`config.mk`:
```
export PLATFORM = sky130hd
export DESIGN_NAME = unidad_busqueda_flat
export DESIGN_NICKNAME = d
export VERILOG_FILES = /design/src/rtl/unidad_busqueda_if.sv /design/src/rtl/unidad_busqueda.sv /design/src/flat_wrapper.sv
export SDC_FILE = /design/constraint.sdc
export NUM_CORES = 1
export LEC_CHECK = 0
export BUFFER_PORTS_ARGS = -buffer_cell sky130_fd_sc_hd__buf_4
export CAP_MARGIN = 5
export CELL_PAD_IN_SITES_DETAIL_PLACEMENT = 2
export CELL_PAD_IN_SITES_GLOBAL_PLACEMENT = 2
export CORE_UTILIZATION = 26
export DETAILED_ROUTE_END_ITERATION = 8
export PLACE_DENSITY_LB_ADDON = 0.05
export SETUP_SLACK_MARGIN = 0.05
export SYNTH_ARGS = -nofsm -noshare
export SYNTH_HDL_FRONTEND = slang
export SYNTH_SLANG_ARGS = --single-unit
export TNS_END_PERCENT = 1
```
`constraint.sdc`:
```
create_clock -name Reloj -period 1.8 [get_ports Reloj]
set_input_delay 0.18 -clock Reloj [delete_from_list [all_inputs] [get_ports Reloj]]
set_output_delay 0.18 -clock Reloj [all_outputs]
set_load 0.02 [all_outputs]
```
`src/rtl/unidad_busqueda_if.sv`:
```
// rtl/unidad_busqueda_if.sv - memory and decoder bus of the instruction fetch unit
interface unidad_busqueda_if;
  logic [15:0] DatoMemoria;
  logic [15:0] DireccionMemoria;
  logic        LeerMemoria;
  logic [15:0] Instruccion;
  logic [15:0] Operando;
  logic        InstruccionValida;
  logic        InstruccionAceptada;
  logic        Salto;
  logic [15:0] DestinoSalto;
  logic        Detener;
  logic [15:0] ContadorPrograma;

  // Fetch unit side
  modport master (
    input  DatoMemoria, InstruccionAceptada, Salto, DestinoSalto, Detener,
    output DireccionMemoria, LeerMemoria, Instruccion, Operando,
           InstruccionValida, ContadorPrograma
  );

  // Memory plus decoder side
  modport slave (
    output DatoMemoria, InstruccionAceptada, Salto, DestinoSalto, Detener,
    input  DireccionMemoria, LeerMemoria, Instruccion, Operando,
           InstruccionValida, ContadorPrograma
  );
endinterface

```
`src/rtl/unidad_busqueda.sv`:
```
// rtl/unidad_busqueda.sv - instruction fetch unit: PC, memory read, 1/2-word assembly
module unidad_busqueda #(
  parameter logic [15:0] DIRECCION_INICIAL = 16'h0000,
  parameter logic [3:0]  CODIGO_INMEDIATO  = 4'h4
) (
  input logic               Reloj,
  input logic               Reiniciar_n,
  unidad_busqueda_if.master bus
);

  typedef enum logic [2:0] {
    INICIO,
    BUSCAR,
    CAPTURAR,
    BUSCAR_OPERANDO,
    CAPTURAR_OPERANDO,
    ENTREGAR
  } estado_t;

  estado_t     estado_q, estado_d;
  logic [15:0] pc_q, pc_d;
  logic [15:0] dir_q, dir_d;
  logic [15:0] instr_q, instr_d;
  logic [15:0] oper_q, oper_d;
  logic        leer_q, leer_d;
  logic        valida_q, valida_d;
  logic        salto_ok;

  // A jump is honoured everywhere except in the single post-reset cycle.
  assign salto_ok = bus.Salto && (estado_q != INICIO);

  // State and registered outputs; reset clears everything immediately.
  always_ff @(posedge Reloj or negedge Reiniciar_n) begin
    if (!Reiniciar_n) begin
      estado_q <= INICIO;
      pc_q     <= DIRECCION_INICIAL;
      dir_q    <= DIRECCION_INICIAL;
      instr_q  <= 16'h0000;
      oper_q   <= 16'h0000;
      leer_q   <= 1'b0;
      valida_q <= 1'b0;
    end else begin
      estado_q <= estado_d;
      pc_q     <= pc_d;
      dir_q    <= dir_d;
      instr_q  <= instr_d;
      oper_q   <= oper_d;
      leer_q   <= leer_d;
      valida_q <= valida_d;
    end
  end

  // Next state. BUSCAR only moves on once a read was actually issued
  // (leer_q=1) and Detener is low, so a stall never skips the memory read.
  always_comb begin
    estado_d = estado_q;
    if (salto_ok) begin
      estado_d = BUSCAR;
    end else begin
      case (estado_q)
        INICIO:            estado_d = BUSCAR;
        BUSCAR:            if (leer_q && !bus.Detener) estado_d = CAPTURAR;
        CAPTURAR:          estado_d = (bus.DatoMemoria[15:12] == CODIGO_INMEDIATO)
                                      ? BUSCAR_OPERANDO : ENTREGAR;
        BUSCAR_OPERANDO:   estado_d = CAPTURAR_OPERANDO;
        CAPTURAR_OPERANDO: estado_d = ENTREGAR;
        ENTREGAR:          if (bus.InstruccionAceptada) estado_d = BUSCAR;
        default:           estado_d = INICIO;
      endcase
    end
  end

  // Datapath and output values for the coming cycle, derived from the next state.
  always_comb begin
    pc_d    = pc_q;
    instr_d = instr_q;
    oper_d  = oper_q;
    if (salto_ok) begin
      pc_d = bus.DestinoSalto;
    end else begin
      case (estado_q)
        CAPTURAR: begin
          instr_d = bus.DatoMemoria;
          oper_d  = 16'h0000;
          pc_d    = pc_q + 16'd1;
        end
        CAPTURAR_OPERANDO: begin
          oper_d = bus.DatoMemoria;
          pc_d   = pc_q + 16'd1;
        end
        default: ;
      endcase
    end
    // The address always follows the PC, so a jump target is on the bus
    // in the very next cycle and an operand read uses the incremented PC.
    dir_d    = pc_d;
    leer_d   = ((estado_d == BUSCAR) && !bus.Detener) || (estado_d == BUSCAR_OPERANDO);
    valida_d = (estado_d == ENTREGAR);
  end

  assign bus.ContadorPrograma  = pc_q;
  assign bus.DireccionMemoria  = dir_q;
  assign bus.LeerMemoria       = leer_q;
  assign bus.Instruccion       = instr_q;
  assign bus.Operando          = oper_q;
  assign bus.InstruccionValida = valida_q;

endmodule

```
`src/flat_wrapper.sv`:
```
// flat-port wrapper written by rule: the top's interface ports become plain ports
module unidad_busqueda_flat 
#(
  parameter logic [15:0] DIRECCION_INICIAL = 16'h0000,
  parameter logic [3:0]  CODIGO_INMEDIATO  = 4'h4
)
  (Reloj, Reiniciar_n, bus_DatoMemoria, bus_InstruccionAceptada, bus_Salto, bus_DestinoSalto, bus_Detener, bus_DireccionMemoria, bus_LeerMemoria, bus_Instruccion, bus_Operando, bus_InstruccionValida, bus_ContadorPrograma);
  unidad_busqueda_if bus_i ();
  input logic Reloj;
  input logic Reiniciar_n;
  input wire logic [$bits(bus_i.DatoMemoria)-1:0] bus_DatoMemoria;
  input wire logic [$bits(bus_i.InstruccionAceptada)-1:0] bus_InstruccionAceptada;
  input wire logic [$bits(bus_i.Salto)-1:0] bus_Salto;
  input wire logic [$bits(bus_i.DestinoSalto)-1:0] bus_DestinoSalto;
  input wire logic [$bits(bus_i.Detener)-1:0] bus_Detener;
  output wire logic [$bits(bus_i.DireccionMemoria)-1:0] bus_DireccionMemoria;
  output wire logic [$bits(bus_i.LeerMemoria)-1:0] bus_LeerMemoria;
  output wire logic [$bits(bus_i.Instruccion)-1:0] bus_Instruccion;
  output wire logic [$bits(bus_i.Operando)-1:0] bus_Operando;
  output wire logic [$bits(bus_i.InstruccionValida)-1:0] bus_InstruccionValida;
  output wire logic [$bits(bus_i.ContadorPrograma)-1:0] bus_ContadorPrograma;
  assign bus_i.DatoMemoria = bus_DatoMemoria;
  assign bus_i.InstruccionAceptada = bus_InstruccionAceptada;
  assign bus_i.Salto = bus_Salto;
  assign bus_i.DestinoSalto = bus_DestinoSalto;
  assign bus_i.Detener = bus_Detener;
  assign bus_DireccionMemoria = bus_i.DireccionMemoria;
  assign bus_LeerMemoria = bus_i.LeerMemoria;
  assign bus_Instruccion = bus_i.Instruccion;
  assign bus_Operando = bus_i.Operando;
  assign bus_InstruccionValida = bus_i.InstruccionValida;
  assign bus_ContadorPrograma = bus_i.ContadorPrograma;
  unidad_busqueda #(.DIRECCION_INICIAL(DIRECCION_INICIAL), .CODIGO_INMEDIATO(CODIGO_INMEDIATO)) u_core (.Reloj(Reloj), .Reiniciar_n(Reiniciar_n), .bus(bus_i));
endmodule
```
==> metrics, run 1 <==
Crit-path slowest cell=dfrtp_2; Via-to-Cell Ratio=4.80; multi-input logic area=0.00109 mm²; total grt overflow=0; Post-DRT Antenna Nets=0; Pre-antenna DRT Iters=4; FF+latch area=0.00133 mm²; cell family with most CP delay=simple AND/OR/NAND/NOR gates; Die ar.=0.0105 mm²; Max Transition Viols Final=0; Period minus WS final=between 1.5 and 2 ns; Hold Crit Depth=2; critical path arrival=1.89 ns; share of the synthesized area in the top cell type=0.506; # fillers=~1.1k; CTS buffer count=5; Slew HR=0.591; IO Count=roughly 100; port bufs=about 100; R2R depth=5; P_leak=between 1.5 and 2 nW; initial DRC count=25; Routability Congestion=between 0.7 and 0.8; htree depth=2; RSZ-0062 raised after global routing=true; layout cells sized above 1=0.481; share of the yosys chip area belonging to registers=0.506; CP required=approximately 2.0 ns; Avg Synthesized Cell Area=11.1 µm²; Core Region=around 0.0098 mm²; number of synthesis warnings=0; CP Class=reg -> reg; GR Util met2=0.262; antenna fix cells=0; clock-pin slew on the worst setup and hold paths=roughly 0.1 ns; Final Cycle Share=0.938; Die Height=approximately 100 µm; Root Buffer=clkbuf_8; starting density of the core=0.268; Synth cell types=45; TritonCTS clock tree=yes; routed len/inst=16.9 µm; Via Count=around 2.3k; Synth area leader=dfrtp_1; most frequent cells after synthesis=dfrtp_1 (53), a22o_1 (17), buf_4 (17); first-pass GRT wire length=approximately 13000 µm; critical path peak fanout=5; clk_lat worst skew=between 0.3 and 0.4 ns; fraction of registers with async set/reset=1.00; Post-Synthesis Cells=~240; Post-synth EDFFs=0; #FFs+latches synth=53; maximum clock frequency=592 MHz; Area growth, synth to finish=42.1%; Critical Path Sink Type=register; TNS Setup=0 ns; grt met1 use=0.209; final hold vios=0; peak supply drop=roughly 0.00035 V; initial antenna violation count=0; grt peak-use layer=met2; Post-synth top flop=dfrtp_1; number of setup violations in the final report=0; Power Total=~3.4 mW; worst-margin pin slew=about 0.60 ns; WP depth=5; post-detail-place hpwl=between 6000 and 7000 µm; Total Routing Usage GR=0.161; Post-Syn Area=0.00262 mm²; Synth area leaders=dfrtp_1 (51%), mux2_2 (6.9%), a22o_1 (5.7%), buf_4 (4.9%), o21ai_0 (1.9%); vias in the first global route=roughly 2.4k; DRC=0; crit start category=register; syn_nets=between 200 and 300; PwrDens=approximately 920 mW/mm²; largest net degree at the start of global routing=36; count of max-cap constraint violations=0; met3 Use GR=0.0513; CP max stage delay=~0.42 ns; CTS max path bufs=2; cell row count=36; most frequent cell after synthesis=dfrtp_1; crit path cell chain=ha_4, nand3_2, or3_4, a21o_1, a221o_1; chip width=between 100 and 150 µm; clock sink count=53; CP Buf/Inv Count=0; status=finished clean; skew final=about 0.008 ns; DRT Wirelength=8010 µm; Final Net Count=roughly 380; worst min-delay path category=in -> reg
-- layer usage --
layer  up-vias  part of all wire
li1       1054                 -
met1      1151              0.45
met3         2             0.072
met4         0            0.0050
met5         -                 0
met2        68              0.47
-- stage by stage --
| stage | worst slack (ns) | hold WS (ns) | cells | utilization | instance area, µm² |
|---|---|---|---|---|---|
| 2_1_floorplan | 0.0823 | -0.116 | 236 | - | 2640 |
| 3_3_place_gp | 0.0714 | 0.0849 | 464 | 0.365 | 3570 |
| 3_5_place_dp | 0.0407 | 0.0835 | 464 | 0.365 | 3570 |
| 4_1_cts | 0.0393 | 0.0597 | 474 | 0.380 | 3710 |
| 5_1_grt | 0.0293 | 0.0694 | 474 | 0.381 | 3720 |
| 6_report | 0.111 | 0.0740 | 474 | 0.381 | 3720 |
-- sequential cells by signal, summed over array words and instances (netlist names) --
name and flops:
u_core.bus.Instruccion 16, u_core.bus.InstruccionValida 1, u_core.estado_q 3, u_core.bus.ContadorPrograma 16
u_core.bus.Operando 16, u_core.bus.LeerMemoria 1
-- final cells by class --
type,count,area share
flip-flops and latches,53,0.357
multi-input cells,146,0.292
repair buffers,127,0.267
well taps,133,0.0447
clock buffers,5,0.0185
clock inverters,3,0.0134
inverters,7,0.00706
-- final timing paths --
check	from	endpoint	slack (ns)
min reg2reg	u_core.bus.Operando[1]	u_core.bus.Operando[1]	0.51
max reg2reg	u_core.bus.ContadorPrograma[0]	u_core.bus.ContadorPrograma[8]	0.11
min in group asynchronous	Reiniciar_n	u_core.bus.ContadorPrograma[15]	0.29
min	bus_Detener	u_core.bus.LeerMemoria	0.07
max	u_core.bus.ContadorPrograma[0]	u_core.bus.ContadorPrograma[8]	0.11
max in group asynchronous	Reiniciar_n	u_core.bus.ContadorPrograma[2]	1.03
-- layout by cell type (no fill, tap or decap), types with 4 or more instances in the layout --
master and n:
buf_4 123, dfrtp_1 50, a22o_1 17, mux2_2 16, nand2_1 13, o21ai_0 10, nor3_1 8, inv_1 7
nand3_1 7, a21oi_1 5, nor2_1 5, a22oi_1 5, clkbuf_8 5, or3_1 4, xnor2_1 4, and3_1 4
nor4_1 4
-- power by group --
group          total, mW  internal (mW)  switching, mW
combinational       1.09          0.516          0.571
clock              0.863          0.427          0.436
sequential          1.46           1.34          0.123
-- cells by family (layout without fill, tap and decap cells) --
kind of cell | after synthesis | count (layout) | synth area share
buffers and inverters | 37 | 142 | 0.0897
XOR/XNOR | 5 | 5 | 0.0196
adder cells (fa/ha/maj) | 1 | 1 | 0.00477
multiplexers | 19 | 19 | 0.0802
flip-flops | 53 | 53 | 0.506
AO/OA/AOI/OAI | 56 | 56 | 0.164
AND/OR/NAND/NOR | 65 | 65 | 0.136
-- worst register-to-register path, delay by kind of cell (launching register included) --
| kind | cells | cell delay [ns] |
|---|---|---|
| AO/OA/AOI/OAI | 2 | 0.48 |
| flip-flops | 1 | 0.42 |
| adder cells (fa/ha/maj) | 1 | 0.16 |
| AND/OR/NAND/NOR | 2 | 0.53 |
-- what timing repair did --
action	in CTS	in global routing
hold endpoints to repair	18	0
setup endpoints to repair	4	24
buffers inserted	1	0
gates resized for setup	1	5
hold buffers	1	0
pin swaps	0	0
(Power assumes the default switching activity.)
==> run 2: changes to the inputs <==
==> constraint.sdc (replaced) <==
create_clock -name Reloj -period 1.8 [get_ports Reloj]
set_input_delay 0.18 -clock Reloj [delete_from_list [all_inputs] [get_ports Reloj]]
set_output_delay 0.18 -clock Reloj [all_outputs]
set_load 0.005 [all_outputs]
==> run 2 against run 1 <==
Net effect: hold slack lost 0.014 ns; global-route usage is 0.067 points higher; utilization decreased by 0.22 points; critical path type unchanged; largest cell class unchanged.
==> metrics, run 2 (same netlist as run 1, synthesis figures left out) <==
largest net degree at the start of global routing=54 (+50%); peak supply drop=0.000344 V (-2.9%); Layout Utilization=0.379 (-0.00218); worst-margin pin slew=0.697 ns (+0.0930 ns); initial DRC count=43 (+72%); port bufs=102 (unchanged); critical path peak fanout=5 (unchanged); Pre-antenna DRT Iters=4 (unchanged); maximum clock frequency=592 MHz (about the same); TNS Setup=0 ns (unchanged); worst min-delay path category=in -> reg; Via Count=2284 (+0.40%); initial antenna violation count=0 (unchanged); crit start category=register; worst r2r src=u_core.bus.ContadorPrograma[0]; grt peak-use layer=met2; count of max-cap constraint violations=0 (unchanged); CP required=2.01 ns (about the same); Post-CTS Setup Inserts=0 (-1); Final Net Count=383 (+1.3%); first-pass GRT wire length=12600 µm (-1.4%); PwrDens=813 mW/mm² (-11%); status=finished clean; most frequent cells in the layout=buf_4 (128), dfrtp_1 (53), a22o_1 (17); RR Endpoint=u_core.bus.ContadorPrograma[8]; Area growth, synth to finish=41.2%; Hold Crit Depth=2 (unchanged); Die ar.=0.0105 mm² (unchanged); total grt overflow=0 (unchanged); GR Util met2=0.284 (+0.0227); final hold vios=0 (unchanged); Period minus WS final=1.69 ns (+0.00106 ns); R2R depth=5 (unchanged); Post-DRT Antenna Nets=0 (unchanged); CTS buffer count=5 (unchanged); Die Height=102 µm (unchanged); Root Buffer=clkbuf_8; routed len/inst=16.6 µm (-2.0%); number of setup violations in the final report=0 (unchanged); TritonCTS clock tree=yes; Routability Congestion=0.786 (+9.4%); r2r setup slk=0.11 ns (about the same); Via-to-Cell Ratio=4.77 (-0.65%); DRT Wirelength=7940 µm (-0.92%); chip width=102 µm (unchanged); clk_lat worst skew=0.31 ns (about the same); DRC=0 (unchanged); CTS max path bufs=2 (unchanged); IO Count=103 (unchanged); Max Transition Viols Final=0 (unchanged); Final Cycle Share=0.939 (about the same); Hold Path Origin=bus_Detener; RSZ-0062 raised after global routing=true; commonest non-fill, non-tap cell in the layout=buf_4; Core Region=0.00977 mm² (unchanged); Critical Path Sink Type=register; htree depth=2 (unchanged); clock sink count=53 (unchanged); starting density of the core=0.268 (unchanged); CP Class=reg -> reg; layout cells sized above 1=0.465 (-0.0156); vias in the first global route=2473 (+2.9%); Slew HR=0.535 (-0.0563); met3 Use GR=0.0472 (-0.00410); post-detail-place hpwl=5910 µm (-2.3%); P_leak=1.78 nW (+0.59%); antenna fix cells=0 (unchanged); # fillers=1078 (-1.5%); critical path arrival=1.90 ns (about the same); Hold Path Sink=u_core.bus.LeerMemoria; Total Routing Usage GR=0.161 (+0.000672); cell row count=36 (unchanged); grt met1 use=0.191 (-0.0183); skew final=0.00546 ns (-0.00254 ns); clock-pin slew on the worst setup and hold paths=0.10 ns (about the same)
-- run 2: cell types whose count changed in the layout (fill, tap and decap cells not counted), sizes merged --
| cell | change |
|---|---|
| buf | +5 |
| bufinv | -1 |
| clkbuf | +1 |
-- run 2: metrics by stage --
stage	area, µm²	instances	worst slack, ns	hold WS (ns)	total power [mW]
global route	3700	479	0.0360	0.0392	3.20
floorplan	2620	236	0.0733	-0.116	1.83
global placement	3600	470	0.135	0.293	2.33
finish	3700	479	0.110	0.0597	3.01
CTS	3700	479	0.0732	0.0435	3.08
detailed placement	3600	470	0.0770	0.283	2.35
-- run 2: worst max-delay path: stages (launching register included) --
cell	delay [ns]
dfrtp_1	0.40
ha_1	0.20
nand3_2	0.13
or3_1	0.39
a21o_1	0.19
a221o_1	0.28
-- run 2: worst max path at each step --
stage	depth (start not counted)	slack, ns	start	to
floorplan	5	0.07	u_core.bus.ContadorPrograma[0]	u_core.bus.ContadorPrograma[8]
global placement	5	0.13	u_core.bus.ContadorPrograma[0]	u_core.bus.ContadorPrograma[8]
detailed placement	5	0.08	u_core.bus.ContadorPrograma[0]	u_core.bus.ContadorPrograma[8]
CTS	5	0.07	u_core.bus.ContadorPrograma[0]	u_core.bus.ContadorPrograma[8]
global route	5	0.04	u_core.bus.ContadorPrograma[0]	u_core.bus.ContadorPrograma[8]
finish	5	0.11	u_core.bus.ContadorPrograma[0]	u_core.bus.ContadorPrograma[8]
-- run 2: layer usage --
metal,share of wire,vias to the layer above
met4,0.0093,0
met3,0.061,7
met2,0.51,69
met1,0.42,1143
li1,-,1065
met5,0,-
-- run 2: final cells by class --
| class | count | area, µm² | area share |
|---|---|---|---|
| Clock buffer | 6 | 72.6 | 0.0196 |
| Clock inverter | 2 | 13.8 | 0.00372 |
| Inverter | 7 | 26.3 | 0.00710 |
| Multi-Input combinational cell | 146 | 1070 | 0.288 |
| Sequential cell | 53 | 1330 | 0.358 |
| Tap cell | 133 | 166 | 0.0449 |
| Timing Repair Buffer | 132 | 1030 | 0.278 |
-- run 2: what timing repair did --
item / 4_1_cts / 5_1_grt
endpoints found under the hold margin: 53 / 0
endpoints found under the setup margin: 0 / 17
hold buffers: 1 / 0
resized for setup: 0 / 2
-- run 2: power by group --
group,total (mW),internal [mW],leakage (nW),switching (mW)
Combinational,0.870,0.512,1.04,0.358
Clock,0.698,0.279,0.0456,0.420
Sequential,1.44,1.33,0.695,0.108
Total,3.01,2.12,1.78,0.885
==> run 3: changes to the inputs <==
Settings changed: CAP_MARGIN 5 to 20, PLACE_DENSITY set to 0.74, PLACE_DENSITY_LB_ADDON 0.05 to unset, SLEW_MARGIN set to 20.
==> run 3 against run 2 <==
Net effect: register-to-register slack barely moved; final cell count fell by 1.3%; flip-flop and latch count did not move; critical endpoint is now u_core.bus.ContadorPrograma[5]; largest cell class unchanged; highest routed layer unchanged.
==> metrics, run 3 (same netlist as run 1, synthesis figures left out) <==
status=finished clean; initial antenna violation count=0 (unchanged); starting density of the core=0.268 (unchanged); Finished Cell Area=0.00373 mm² (+0.74%); Slew HR=0.533 (-0.00208); WHS=0.0559 ns (-0.00382 ns); CP required=2.00 ns (about the same); CTS max path bufs=2 (unchanged); CTS buffer count=5 (unchanged); chip width=102 µm (unchanged); Via Count=2320 (+1.6%); Total Routing Usage GR=0.163 (+0.00126); post-detail-place hpwl=6250 µm (+5.8%); final hold vios=0 (unchanged); DRT Wirelength=8270 µm (+4.2%); TNS Setup=0 ns (unchanged); Post-DRT Antenna Nets=0 (unchanged); Max Transition Viols Final=0 (unchanged); routed len/inst=17.5 µm (+5.5%); Critical Path Sink Type=register; critical path peak fanout=15 (+10); cell row count=36 (unchanged); largest net degree at the start of global routing=54 (unchanged); layout cells sized above 1=0.468 (+0.00233); DRC=0 (unchanged); Via-to-Cell Ratio=4.90 (+2.9%); CP Class=reg -> reg; worst-margin pin slew=0.700 ns (+0.00312 ns); vias in the first global route=2551 (+3.2%); worst r2r src=u_core.estado_q[0]; Post-CTS Setup Inserts=0 (unchanged); P_leak=1.78 nW (about the same); htree depth=2 (unchanged); commonest non-fill, non-tap cell in the layout=buf_4; peak supply drop=0.000444 V (+29%); Power Total=3.28 mW (+9.1%); Routability Congestion=0.777 (-1.1%); crit start category=register; antenna fix cells=0 (unchanged); Final Net Count=377 (-1.6%); worst min-delay path category=in -> reg; clk_lat worst skew=0.31 ns (about the same); maximum clock frequency=594 MHz (+0.33%); TritonCTS clock tree=yes; Pre-antenna DRT Iters=4 (unchanged); Final Cycle Share=0.936 (-0.00308); critical path arrival=1.88 ns (-0.02 ns); first-pass GRT wire length=13100 µm (+3.8%); Area growth, synth to finish=42.3%; skew final=0.0113 ns (+0.00587 ns); Period minus WS final=1.68 ns (-0.00555 ns); count of max-cap constraint violations=0 (unchanged); # fillers=1077 (-0.093%); Die ar.=0.0105 mm² (unchanged); Hold Path Origin=bus_Detener; Core Region=0.00977 mm² (unchanged); total grt overflow=0 (unchanged); PwrDens=880 mW/mm² (+8.3%); most frequent cells in the layout=buf_4 (121), dfrtp_1 (53), a22o_1 (17); Placed Area=0.00357 mm² (-0.90%); Die Height=102 µm (unchanged); Root Buffer=clkbuf_8; clock-pin slew on the worst setup and hold paths=0.10 ns (about the same); clock sink count=53 (unchanged); port bufs=102 (unchanged); RSZ-0062 raised after global routing=false; number of setup violations in the final report=0 (unchanged); initial DRC count=73 (+70%); IO Count=103 (unchanged); Crit. Startpoint=u_core.estado_q[0]
-- run 3: changes by cell type in the layout (fill, tap and decap cells not counted), sizes merged --
cell,change
bufinv,+2
buf,-6
clkbuf,-1
inv,-1
-- run 3: what timing repair did --
action | 4_1_cts | 5_1_grt
endpoints found under the hold margin | 53 | 0
hold buffers | 1 | 0
resized for setup | 1 | 4
setup endpoints to repair | 2 | 11
-- run 3: layout make-up --
class / count / area (µm²) / area share
clock inverters: 3 / 65.1 / 0.0174
inverters: 7 / 26.3 / 0.00704
multi-input cells: 146 / 1080 / 0.289
clock buffers: 5 / 68.8 / 0.0185
well taps: 133 / 166 / 0.0446
flip-flops and latches: 53 / 1330 / 0.356
repair buffers: 126 / 998 / 0.268
-- run 3: worst paths after layout --
check                                                   to  slack (ns)  cells past startpoint
setup / recovery            u_core.bus.ContadorPrograma[5]        0.12                      4
hold / removal                      u_core.bus.LeerMemoria        0.06                      2
setup reg to reg            u_core.bus.ContadorPrograma[5]        0.12                      4
hold reg to reg                    u_core.bus.Operando[14]        0.52                      1
max in group asynchronous  u_core.bus.ContadorPrograma[13]        0.87                      2
min in group asynchronous   u_core.bus.ContadorPrograma[8]        0.45                      2
-- run 3: critical path, stage by stage, from the launching register on --
cell,delay (ns)
dfrtp_1,0.45
or3_1,0.43
and2_1,0.20
buf_12,0.16
a221o_1,0.34
-- run 3: per-stage QoR --
step / util / instances / setup slack, ns
after CTS: 0.380 / 473 / 0.0895
after global placement: 0.365 / 464 / 0.131
after global routing: 0.382 / 473 / 0.0517
after floorplan: - / 236 / 0.0733
after detailed placement: 0.365 / 464 / 0.0733
final: 0.382 / 473 / 0.115
-- run 3: per-layer routing --
metal  global-route usage  vias up  part of all wire
met5                    0        -                 0
met4               0.0341        0            0.0083
met3               0.0622        7             0.090
met2                0.286       82              0.49
met1                0.188     1173              0.41
li1                     -     1058                 -
-- run 3: where the power goes --
| part | total (mW) | switching (mW) | internal [mW] |
|---|---|---|---|
| clock | 0.971 | 0.418 | 0.553 |
| sequential | 1.45 | 0.121 | 1.33 |
| combinational | 0.858 | 0.356 | 0.502 |
| total | 3.28 | 0.895 | 2.39 |
